**src/rtl/keypad_scan_deb.sv**
```systemverilog
// keypad_scan_deb: column-scanning matrix keypad reader with whole-frame debounce and an event FIFO.
module keypad_scan_deb #(
    parameter int ROWS = 4,
    parameter int COLS = 4,
    parameter int SETTLE = 8,
    parameter int DEBOUNCE = 3,
    parameter int FIFO_DEPTH = 4,
    localparam int N = ROWS * COLS,
    localparam int IW = (N > 1) ? $clog2(N) : 1
) (
    input  logic            clk,
    input  logic            rst_n,
    input  logic            scan_en,
    input  logic [ROWS-1:0] row,
    output logic [COLS-1:0] col,
    output logic [N-1:0]    keys,
    output logic            evt_valid,
    input  logic            evt_ready,
    output logic [IW-1:0]   evt_code,
    output logic            evt_press,
    output logic            evt_ovf,
    input  logic            ovf_clr
);
    localparam int CW = (COLS > 1) ? $clog2(COLS) : 1;
    localparam int SW = (SETTLE > 1) ? $clog2(SETTLE) : 1;
    localparam int MW = $clog2(DEBOUNCE + 1);
    localparam int PW = $clog2(FIFO_DEPTH);
    localparam int NW = PW + 1;

    typedef enum logic [1:0] {IDLE, SCAN, COMPARE, EMIT} state_t;
    state_t state, state_nxt;

    logic [SW-1:0] scnt;
    logic [CW-1:0] c;
    logic [IW-1:0] ei;
    logic [N-1:0]  frame, cand, diff;
    logic [MW-1:0] match, match_nxt;
    logic          s_last, c_last, e_last, accept;

    logic [IW:0]   mem [FIFO_DEPTH];
    logic [PW-1:0] wr, rd;
    logic [NW-1:0] cnt, cnt_nxt;
    logic          push, pop, full, wr_en, head_push;
    logic [IW:0]   push_data;

    always_comb begin
        s_last = scnt == SW'(SETTLE - 1);
        c_last = c == CW'(COLS - 1);
        e_last = ei == IW'(N - 1);
        match_nxt = (frame != cand) ? MW'(1) : (match == MW'(DEBOUNCE)) ? match : match + MW'(1);
        accept = (match_nxt == MW'(DEBOUNCE)) && (frame != keys);
    end

    always_ff @(posedge clk or negedge rst_n) begin
        if (!rst_n) state <= IDLE;
        else state <= state_nxt;
    end

    always_comb begin
        state_nxt = state;
        case (state)
            IDLE:    state_nxt = scan_en ? SCAN : IDLE;
            SCAN:    state_nxt = (s_last && c_last) ? COMPARE : SCAN;
            COMPARE: state_nxt = accept ? EMIT : IDLE;
            EMIT:    state_nxt = e_last ? IDLE : EMIT;
            default: state_nxt = IDLE;
        endcase
    end

    always_comb begin
        col = (state == SCAN) ? ~(COLS'(1) << c) : '1;
    end

    always_ff @(posedge clk or negedge rst_n) begin
        if (!rst_n) begin
            scnt  <= '0;
            c     <= '0;
            ei    <= '0;
            frame <= '0;
            cand  <= '0;
            match <= '0;
            diff  <= '0;
            keys  <= '0;
        end else begin
            scnt <= (state == SCAN && !s_last) ? scnt + SW'(1) : '0;
            c    <= (state != SCAN) ? '0 : s_last ? c + CW'(1) : c;
            ei   <= (state == EMIT) ? ei + IW'(1) : '0;
            // Only the last settle cycle of each column lands in the frame.
            if (state == SCAN && s_last)
                frame <= (frame & ~(N'({ROWS{1'b1}}) << (c * ROWS))) | (N'(~row) << (c * ROWS));
            if (state == COMPARE) begin
                cand  <= frame;
                match <= match_nxt;
                if (accept) begin
                    diff <= frame ^ keys;
                    keys <= frame;
                end
            end
        end
    end

    always_comb begin
        push      = (state == EMIT) && diff[ei];
        pop       = evt_valid && evt_ready;
        full      = cnt == NW'(FIFO_DEPTH);
        wr_en     = push && (!full || pop);
        push_data = {ei, keys[ei]};
        cnt_nxt   = cnt + NW'(wr_en) - NW'(pop);
        head_push = cnt == NW'(pop);
    end

    always_ff @(posedge clk) begin
        if (wr_en) mem[wr] <= push_data;
    end

    // Head is registered: take the incoming event when the queue drains to empty this cycle.
    always_ff @(posedge clk or negedge rst_n) begin
        if (!rst_n) begin
            wr        <= '0;
            rd        <= '0;
            cnt       <= '0;
            evt_valid <= 1'b0;
            evt_code  <= '0;
            evt_press <= 1'b0;
            evt_ovf   <= 1'b0;
        end else begin
            if (wr_en) wr <= wr + PW'(1);
            if (pop) rd <= rd + PW'(1);
            cnt                   <= cnt_nxt;
            evt_valid             <= cnt_nxt != '0;
            {evt_code, evt_press} <= head_push ? push_data : mem[rd + PW'(pop)];
            evt_ovf               <= (push && full && !pop) || (evt_ovf && !ovf_clr);
        end
    end
endmodule

```
**config.mk**
```make
export PLATFORM = sky130hd
export DESIGN_NAME = keypad_scan_deb
export DESIGN_NICKNAME = d
export VERILOG_FILES = /design/src/rtl/keypad_scan_deb.sv
export SDC_FILE = /design/constraint.sdc
export NUM_CORES = 1
export LEC_CHECK = 0
export CAP_MARGIN = 20
export CORE_UTILIZATION = 24
export DETAILED_ROUTE_END_ITERATION = 12
export PLACE_DENSITY = 0.49
export SYNTH_ARGS = -nofsm -noshare
export SYNTH_HDL_FRONTEND = slang
export SYNTH_SLANG_ARGS = --single-unit
export TNS_END_PERCENT = 5
```
**constraint.sdc**
```tcl
create_clock -name clk -period 6.7 [get_ports clk]
set_clock_uncertainty 0.1 [all_clocks]
set_input_delay 0.67 -clock clk [delete_from_list [all_inputs] [get_ports clk]]
set_output_delay 0.67 -clock clk [all_outputs]
set_load 0.02 [all_outputs]
```
==> results of run 1 <==
[layer usage]
metal  part of all wire, %  vias up  wire length [µm]
li1                      -     1528                 -
met1                    45     1613              5143
met2                    50       59              5704
met3                   3.2       11               366
met4                   1.2        0               136
met5                     0        -                 0
[metrics by stage]
step / area, µm² / std cells / hold slack, ns
final: 6097 / 738 / 0.02979
after global routing: 6097 / 738 / 0.02226
after CTS: 6070 / 737 / 0.02555
after detailed placement: 5797 / 721 / 0.3400
after global placement: 5797 / 721 / 0.3265
after floorplan: 5166 / 425 / 0.2744
[final timing paths]
check	from	to
min reg2reg	scnt[0]	scnt[0]
max in group asynchronous	rst_n	cand[4]
max	ei[0]	evt_valid
max reg2reg	ei[0]	evt_valid
min in group clk	scnt[0]	scnt[0]
min	rst_n	rd[0]
[cell usage in the layout, fill, tap and decap left out, drive strengths merged, types with 3 or more instances in the layout]
cell type	synthesis	layout
dfrtp	91	91
nand2	71	71
clkdlybuf4s50	0	34
inv	28	28
mux2	26	26
xor2	23	23
edfxtp	20	20
xnor2	19	19
nor2	16	16
mux2i	15	15
ha	14	14
mux4	13	13
a22o	13	13
o21ai	13	13
nand3	12	12
clkbuf	12	12
nor4	8	8
buf	5	5
nor3	4	4
nand4	3	3
[power by group through the flow]
stage	Sequential (mW)	Combinational [mW]	Clock (mW)
after floorplan	0.925	0.384	0
after global placement	0.988	0.509	0
after detailed placement	0.996	0.516	0
after CTS	0.982	0.519	0.516
after global routing	1.00	0.569	0.543
final	0.981	0.509	0.498
[kinds of logic (layout without fill, tap and decap cells)]
logic type | Yosys count | after routing
and+or+nand+nor | 124 | 124
DFF | 111 | 111
muxes | 54 | 54
buffers and inverters | 45 | 83
xor gates and xnor gates | 42 | 42
AOI/OAI and AO/OA | 34 | 34
adders and majority gates | 15 | 15
[critical path, delay by kind of cell (launching register included)]
kind	cells	cell delay [ns]
compound gates	2	0.60
xor+xnor	2	0.29
fa+ha+maj	3	0.74
buf+inv	1	0.04
flops	1	0.80
mux	1	0.60
simple gates	1	0.30
[sequential cells by signal, indices dropped and copies added, names as in the netlist, 3 cells and up]
| name | flops |
|---|---|
| diff | 16 |
| mem | 20 |
| keys | 16 |
| cand | 16 |
| cnt | 3 |
| scnt | 3 |
| ei | 4 |
| evt_code | 4 |
| frame | 16 |
[layout make-up]
class,instances,area share (%)
clock buffer,12,3.940
clock inverter,4,0.5336
inverter,28,1.724
multi-input combinational,269,34.43
sequential,111,47.20
tap,275,5.643
timing repair buffer,39,6.526
==> impl_metrics.toml, run 1 <==
[worst_setup_path]
worstPathMaxFanout = 17
cpMostUsedCell = "ha_1"
crit_chain = "mux4_2, o221a_2, o21ai_2, ha_1, inv_1, ha_1, fa_1, xor2_1, xnor2_1, or3_1"
end_kind = "flop"
cp_slowest_cell = "dfrtp_1"
path_class = "flop to flop"
r2r_slack_ns = 3.12
cp.arrival_ns = 3.71
slowest_delay_ns = 0.80
startpoint_type = "flop"
reg2reg_depth = 10
required_ns = 6.83

[placement]
io_buffers = 35
place_hpwl_mm = 8.227
gp_congestion = 0.7756
dp_slack_ns = 3.101

[sta]
fmax_mhz = 279.2
rsz0062_at_grt = "no"
slew_viol_final = 0
maxSlewHeadroom_pct = 52.88
finalCritPeriodShare_pct = 53.47
timing.final.ws_setup_ns = 3.118
layout_min_cycle_time_ns = 3.582
worst_pin_slew_ns = 0.7068
setup_viol = 0
fin_setup_tns_ns = 0
hold_viol = 0

[die]
fp.dieH_um = 148.7
die-area_um2 = 22120
num_rows = 53
ios = 36
core_area_um2 = 21090
die_x_um = 148.7
start_util_pct = 24.50

[yosys]
syn-num-nets = 449
netlist_top_cells_count = "91 x dfrtp_1, 71 x nand2_1, 28 x inv_1"
synthAdderAreaFrac_pct = 3.778
ys.warnings.count = 0
yosysMostFrequentCell = "dfrtp_1"
ys.flop_type = "dfrtp_1"
synth_mux_area_share_pct = 14.24
synth_area_leaders = "dfrtp_1 44%, edfxtp_1 12%, mux4_2 5.7%, nand2_1 5.2%, xor2_1 3.9%"
synth_top_family_by_area = "multiplexers"
ys_seq_area_share_pct = 55.70
netlist_instances = 425
syn_area_per_cell_um2 = 12.16
ys_seq_elements = 111
synthDistinctLibCells = 37
yosys.area.top_type_share_pct = 44.08
yosys.area_share.simple_pct = 10.46
synth_area_um2 = 5166
synthXorXnorAreaFrac_pct = 7.120
synth_edf_count = 20
postSynth.asyncResetShare_pct = 81.98
synth_area_leader_cell = "dfrtp_1"
synth_compound_area_share_pct = 5.038

[power_and_ir_drop]
p_comb_share_pct = 25.6
p_seq_share_pct = 49.4
p_sw_mw = 0.6797
pwr-share-clk_pct = 25.0
finalPower_mw = 1.988
powerDensity_nw_per_um2 = 326.1
p_sw_share_pct = 34.19
power_leakage_nw = 2.534
ir_drop_mv = 0.1684
p_int_mw = 1.308

[clock_tree]
cts.reportedPaths.clkPinSlew_ns = 0.07
htree_levels = 3
ctsHoldBuffers = 0
numClockSinks = 111
cts_buffers = 9
cts-root-buf = "clkbuf_16"
cts_setup_buffers = 0
tritoncts = "done"
cts_resized = 0
max-clock-path-buffers = 2
clk_latency_ns = 0.34

[global_routing]
grt_use_met1_pct = 14.01
grt_max_degree = 85
use_met3_pct = 2.485
grt_pass1_wl_mm = 18.60
grt_pass1_vias = 3370
grt_overflow = 0
met2_usage_pct = 19.11
antenna_found_initial = 0
grt.total_usage_pct = 11.13
top_usage_layer = "met2"

[route]
drt-wirelength-per-cell_um = 15.38
firstDrtPassIters = 4
viasPerCell = 4.351
vias = 3211
wl_mm = 11.35
drc = 0
drt_iter0_drc = 137
detail-route-antenna-nets = 0

[run_status]
status = "finished, final reports clean"

[final_layout]
fillCellCount = 2199
nets = 482
diodes = 0
multiInputGateArea_um2 = 2100
drive_above_1_share_pct = 9.719
final_util_pct = 28.91
regArea_um2 = 2878
syn2layout_area_growth_pct = 18.02

[min_path]
min_path_type = "primary input to async pin"

[flow_run]
cap_violations = 0
No activity file was read; power rests on OpenSTA's default activity.
==> inputs of run 2 (changes only) <==
- PLACE_DENSITY: 0.49 -> 0.51
- clock period: 6.7 -> 3 ns (I/O delays scaled with it)
==> impl_metrics.toml, run 2 (synthesis gave the netlist of run 1 again) <==
[power_and_ir_drop]
p_sw_mw = 1.607
finalPower_mw = 4.660
ir_drop_mv = 0.3276
power_leakage_nw = 2.620
p_seq_share_pct = 44.9
p_sw_share_pct = 34.49
powerDensity_nw_per_um2 = 741.0
pwr-share-clk_pct = 26.5
p_comb_share_pct = 28.6
p_int_mw = 3.053

[final_layout]
drive_above_1_share_pct = 13.99
stdcell_area_um2 = 6290
syn2layout_area_growth_pct = 21.75
diodes = 0
final_cell_mix = "89 x dfrtp_1, 71 x nand2_1, 34 x clkdlybuf4s50_1"
fillCellCount = 2150
mostFrequentLayoutCell = "dfrtp_1"
top_register = "mem"
regArea_um2 = 2880
largest_reg_flops = 20
final_cells = 754
multiInputGateArea_um2 = 2127
final_util_pct = 29.83
nets = 498

[run_status]
status = "finished, final reports clean"

[sta]
hold_ws_ns = 0.3410
finalCritPeriodShare_pct = 97.12
fmax_mhz = 343.2
hold_viol = 0
setup_viol = 0
slew_viol_final = 0
fin_setup_tns_ns = 0
timing.final.ws_setup_ns = 0.08646
layout_min_cycle_time_ns = 2.914
rsz0062_at_grt = "yes"
maxSlewHeadroom_pct = 36.78
worst_pin_slew_ns = 0.9448

[placement]
placed_area_um2 = 5946
dp_slack_ns = 0.02705
place_hpwl_mm = 8.815
io_buffers = 35
gp_congestion = 0.7877
dp.cells = 737

[clock_tree]
cts-root-buf = "clkbuf_16"
tritoncts = "done"
cts_setup_buffers = 0
clk_latency_ns = 0.35
htree_levels = 3
max-clock-path-buffers = 2
numClockSinks = 111
cts.reportedPaths.clkPinSlew_ns = 0.08
cts_buffers = 9

[die]
num_rows = 53
die_x_um = 148.7
die-area_um2 = 22120
ios = 36
fp.dieH_um = 148.7
start_util_pct = 24.50
core_area_um2 = 21090

[worst_setup_path]
path_class = "flop to flop"
cpMostUsedCell = "ha_1"
slowest_delay_ns = 0.52
startpoint_type = "flop"
cp.arrival_ns = 3.05
reg2reg_depth = 11
reg2reg_to = "evt_valid"
required_ns = 3.14
end_kind = "flop"
cp_slowest_cell = "mux4_2"
worstPathMaxFanout = 5
crit_chain = "mux4_2, mux2i_2, nor3_2, o21ai_4, ha_1, inv_1, ha_1, fa_2, xor2_1, xnor2_1, or3_1"
r2r_slack_ns = 0.09
r2r_start = "ei[0]"

[route]
firstDrtPassIters = 4
wl_mm = 11.78
drt-wirelength-per-cell_um = 15.62
drc = 0
drt_iter0_drc = 186
vias = 3271
detail-route-antenna-nets = 0
viasPerCell = 4.338

[flow_run]
cap_violations = 0

[min_path]
min_to = "scnt[0]"
min_path_type = "flop to flop"
hold_depth = 1
hold_start = "scnt[0]"

[global_routing]
antenna_found_initial = 0
grt_pass1_wl_mm = 19.67
grt_overflow = 0
grt.total_usage_pct = 11.74
grt_max_degree = 56
grt_pass1_vias = 3548
==> run 2: changes by cell type in the layout (fill, tap and decap cells not counted), sizes merged <==
cell | before | now
buf | 5 | 20
clkbuf | 12 | 10
clkinv | 2 | 1
clkinvlp | 2 | 0
dlygate4sd3 | 0 | 1
inv | 28 | 33
==> run 2: worst max-delay path, delay by kind of cell (launching register included) <==
kind / cells / cell delay [ns]
buffers and inverters: 1 / 0.04
AO/OA/AOI/OAI: 1 / 0.17
XOR/XNOR: 2 / 0.31
adder cells (fa/ha/maj): 3 / 0.65
AND/OR/NAND/NOR: 2 / 0.39
flip-flops: 1 / 0.44
multiplexers: 2 / 0.70
==> run 2: what timing repair did <==
action,in CTS,in global routing
hold buffers,1,0
hold endpoints to repair,54,0
gates resized for setup,0,5
setup endpoints to repair,0,1
==> run 2: area by class of cell <==
type,instances,share of cell area (%)
Clock buffer,10,3.979
Timing Repair Buffer,55,8.355
Sequential cell,111,45.79
Multi-Input combinational cell,269,33.82
Clock inverter,6,0.9151
Inverter,28,1.671
Tap cell,275,5.470
==> run 2: metal layers <==
metal / up-vias / track usage [%] / share of wire, %
li1: 1559 / - / -
met1: 1653 / 15.36 / 47
met2: 48 / 19.79 / 49
met3: 11 / 2.117 / 2.7
met4: 0 / 3.299 / 1.1
met5: - / 0 / 0
==> run 2: how the worst max path moves through the flow <==
stage | from | end | slack (ns)
after floorplan | ei[0] | evt_valid | -0.03
after global placement | ei[0] | evt_valid | 0.09
after detailed placement | ei[0] | evt_valid | 0.03
after CTS | ei[0] | evt_valid | 0.03
after global routing | ei[0] | evt_valid | -0.04
final | ei[0] | evt_valid | 0.09
==> run 2: power groups by stage <==
stage	combinational [mW]	sequential (mW)	clock [mW]
6_report	1.33	2.09	1.24
5_1_grt	1.50	2.14	1.34
4_1_cts	1.36	2.09	1.26
3_3_place_gp	1.32	2.12	0
2_1_floorplan	0.871	2.06	0
3_5_place_dp	1.35	2.13	0
==> inputs of run 3 (changes only) <==
- CORE_UTILIZATION: 24 -> 53
- PLACE_DENSITY: 0.51 -> 0.86
- clock period: 3 -> 2.4 ns (I/O delays scaled with it)
==> impl_metrics.toml, run 3 (synthesis gave the netlist of run 1 again) <==
[run_status]
status = "complete, but fails checks"
violations = "setup timing"

[final_layout]
syn2layout_area_growth_pct = 21.24
final_cells = 640
top_register = "mem"
final_cell_mix = "86 x dfrtp_1, 71 x nand2_1, 49 x buf_4"
mostFrequentLayoutCell = "dfrtp_1"
largest_reg_flops = 20
drive_above_1_share_pct = 19.96
nets = 530
stdcell_area_um2 = 6264
diodes = 0

[worst_setup_path]
startpoint_type = "flop"
required_ns = 2.57
path_class = "flop to flop"
cp.arrival_ns = 3.11
worstPathMaxFanout = 4
end_kind = "flop"

[clock_tree]
cts_buffers = 9
numClockSinks = 111
cts-root-buf = "clkbuf_8"
tritoncts = "done"
max-clock-path-buffers = 2
cts.reportedPaths.clkPinSlew_ns = 0.10
clk_latency_ns = 0.38
htree_levels = 3

[route]
wl_mm = 11.35
vias = 3478
viasPerCell = 5.434
firstDrtPassIters = 4
drc = 0
drt_iter0_drc = 186
drt-wirelength-per-cell_um = 17.74
detail-route-antenna-nets = 0

[sta]
setup_viol = 3
hold_viol = 0
finalCritPeriodShare_pct = 122.6
rsz0062_at_grt = "yes"
timing.final.ws_setup_ns = -0.5414
fmax_mhz = 340.0
slew_viol_final = 0
maxSlewHeadroom_pct = 65.90
hold_ws_ns = 0.2081
layout_min_cycle_time_ns = 2.941
worst_pin_slew_ns = 0.5096

[placement]
place_hpwl_mm = 8.444
dp_slack_ns = -0.5977
placed_area_um2 = 5988
gp_congestion = 0.8729
io_buffers = 35
dp.cells = 621

[die]
die_x_um = 100.7
ios = 36
num_rows = 35
die-area_um2 = 10150
start_util_pct = 55.39
core_area_um2 = 9328
fp.dieH_um = 100.7

[global_routing]
antenna_found_initial = 0
grt_pass1_wl_mm = 18.89
grt_max_degree = 31
grt.total_usage_pct = 25.08
grt_pass1_vias = 3792
grt_overflow = 0

[power_and_ir_drop]
power_leakage_nw = 2.719
ir_drop_mv = 0.7688
powerDensity_nw_per_um2 = 908.8

[min_path]
min_path_type = "primary input to async pin"

[flow_run]
cap_violations = 0
run 3: cell types whose count changed in the layout (fill, tap and decap cells not counted), moves of 2 or more:
cell,delta
clkbuf_8,+9
clkbuf_16,-10
clkinvlp_4,+3
buf_4,+31
mux2_1,-2
bufinv_16,+2
mux2_4,+2
inv_8,-3
dfrtp_2,+3
dfrtp_1,-3
run 3: repair_timing:
item,CTS,global route
endpoints found under the hold margin,26,0
resized for setup,1,9
hold buffers,1,0
endpoints found under the setup margin,25,26
pin swaps,2,2
setup buffers,2,0
cloned,0,0
run 3: cell type report:
cell class / count / area (µm²)
multi-input combinational: 269 / 2130
tap: 129 / 161.4
inverter: 28 / 105.1
timing repair buffer: 87 / 769.5
clock inverter: 6 / 86.33
clock buffer: 10 / 127.6
sequential: 111 / 2884
fill: 681 / 3064
run 3: power breakdown:
| group | leakage [nW] | internal (mW) | switching (mW) | total (mW) |
|---|---|---|---|---|
| Sequential | 1.36 | 2.24 | 0.362 | 2.60 |
| Combinational | 1.27 | 0.927 | 0.957 | 1.88 |
| Clock | 0.0962 | 0.585 | 0.625 | 1.21 |
run 3: worst paths after layout:
check / start / endpoint / slack [ns] / depth (start not counted)
max in group asynchronous: rst_n / frame[13] / 1.31 / 3
min in group clk: scnt[0] / scnt[0] / 0.36 / 1
worst min-delay path: rst_n / evt_code[2] / 0.21 / 2
worst max register to register: ei[0] / evt_valid / -0.54 / 11
worst max-delay path: ei[0] / evt_valid / -0.54 / 11
worst min register to register: scnt[0] / scnt[0] / 0.36 / 1
run 3: per-layer routing:
metal	share of wire [%]	wire (µm)	global-route usage, %
met1	40	4566	30.10
met2	53	5982	43.78
met3	3.9	444	4.438
met4	3.2	359	12.26
met5	0	0	0
run 3: worst max-delay path, cell delays in order (launching register included):
cell	delay, ns
dfrtp_2	0.43
mux4_2	0.53
mux2i_1	0.22
nor3_2	0.08
o21ai_2	0.15
ha_1	0.14
inv_1	0.04
ha_1	0.18
fa_2	0.33
xor2_1	0.16
xnor2_1	0.14
or3_1	0.32
run 3: per-stage QoR:
stage | power (mW) | TNS [ns] | util [%]
2_1_floorplan | 3.659 | -1.217 | -
3_3_place_gp | 4.371 | -0.9483 | 64.20
5_1_grt | 5.998 | -2.437 | 67.15
3_5_place_dp | 4.482 | -1.511 | 64.20
4_1_cts | 5.697 | -0.8320 | 66.85
6_report | 5.692 | -0.9004 | 67.15
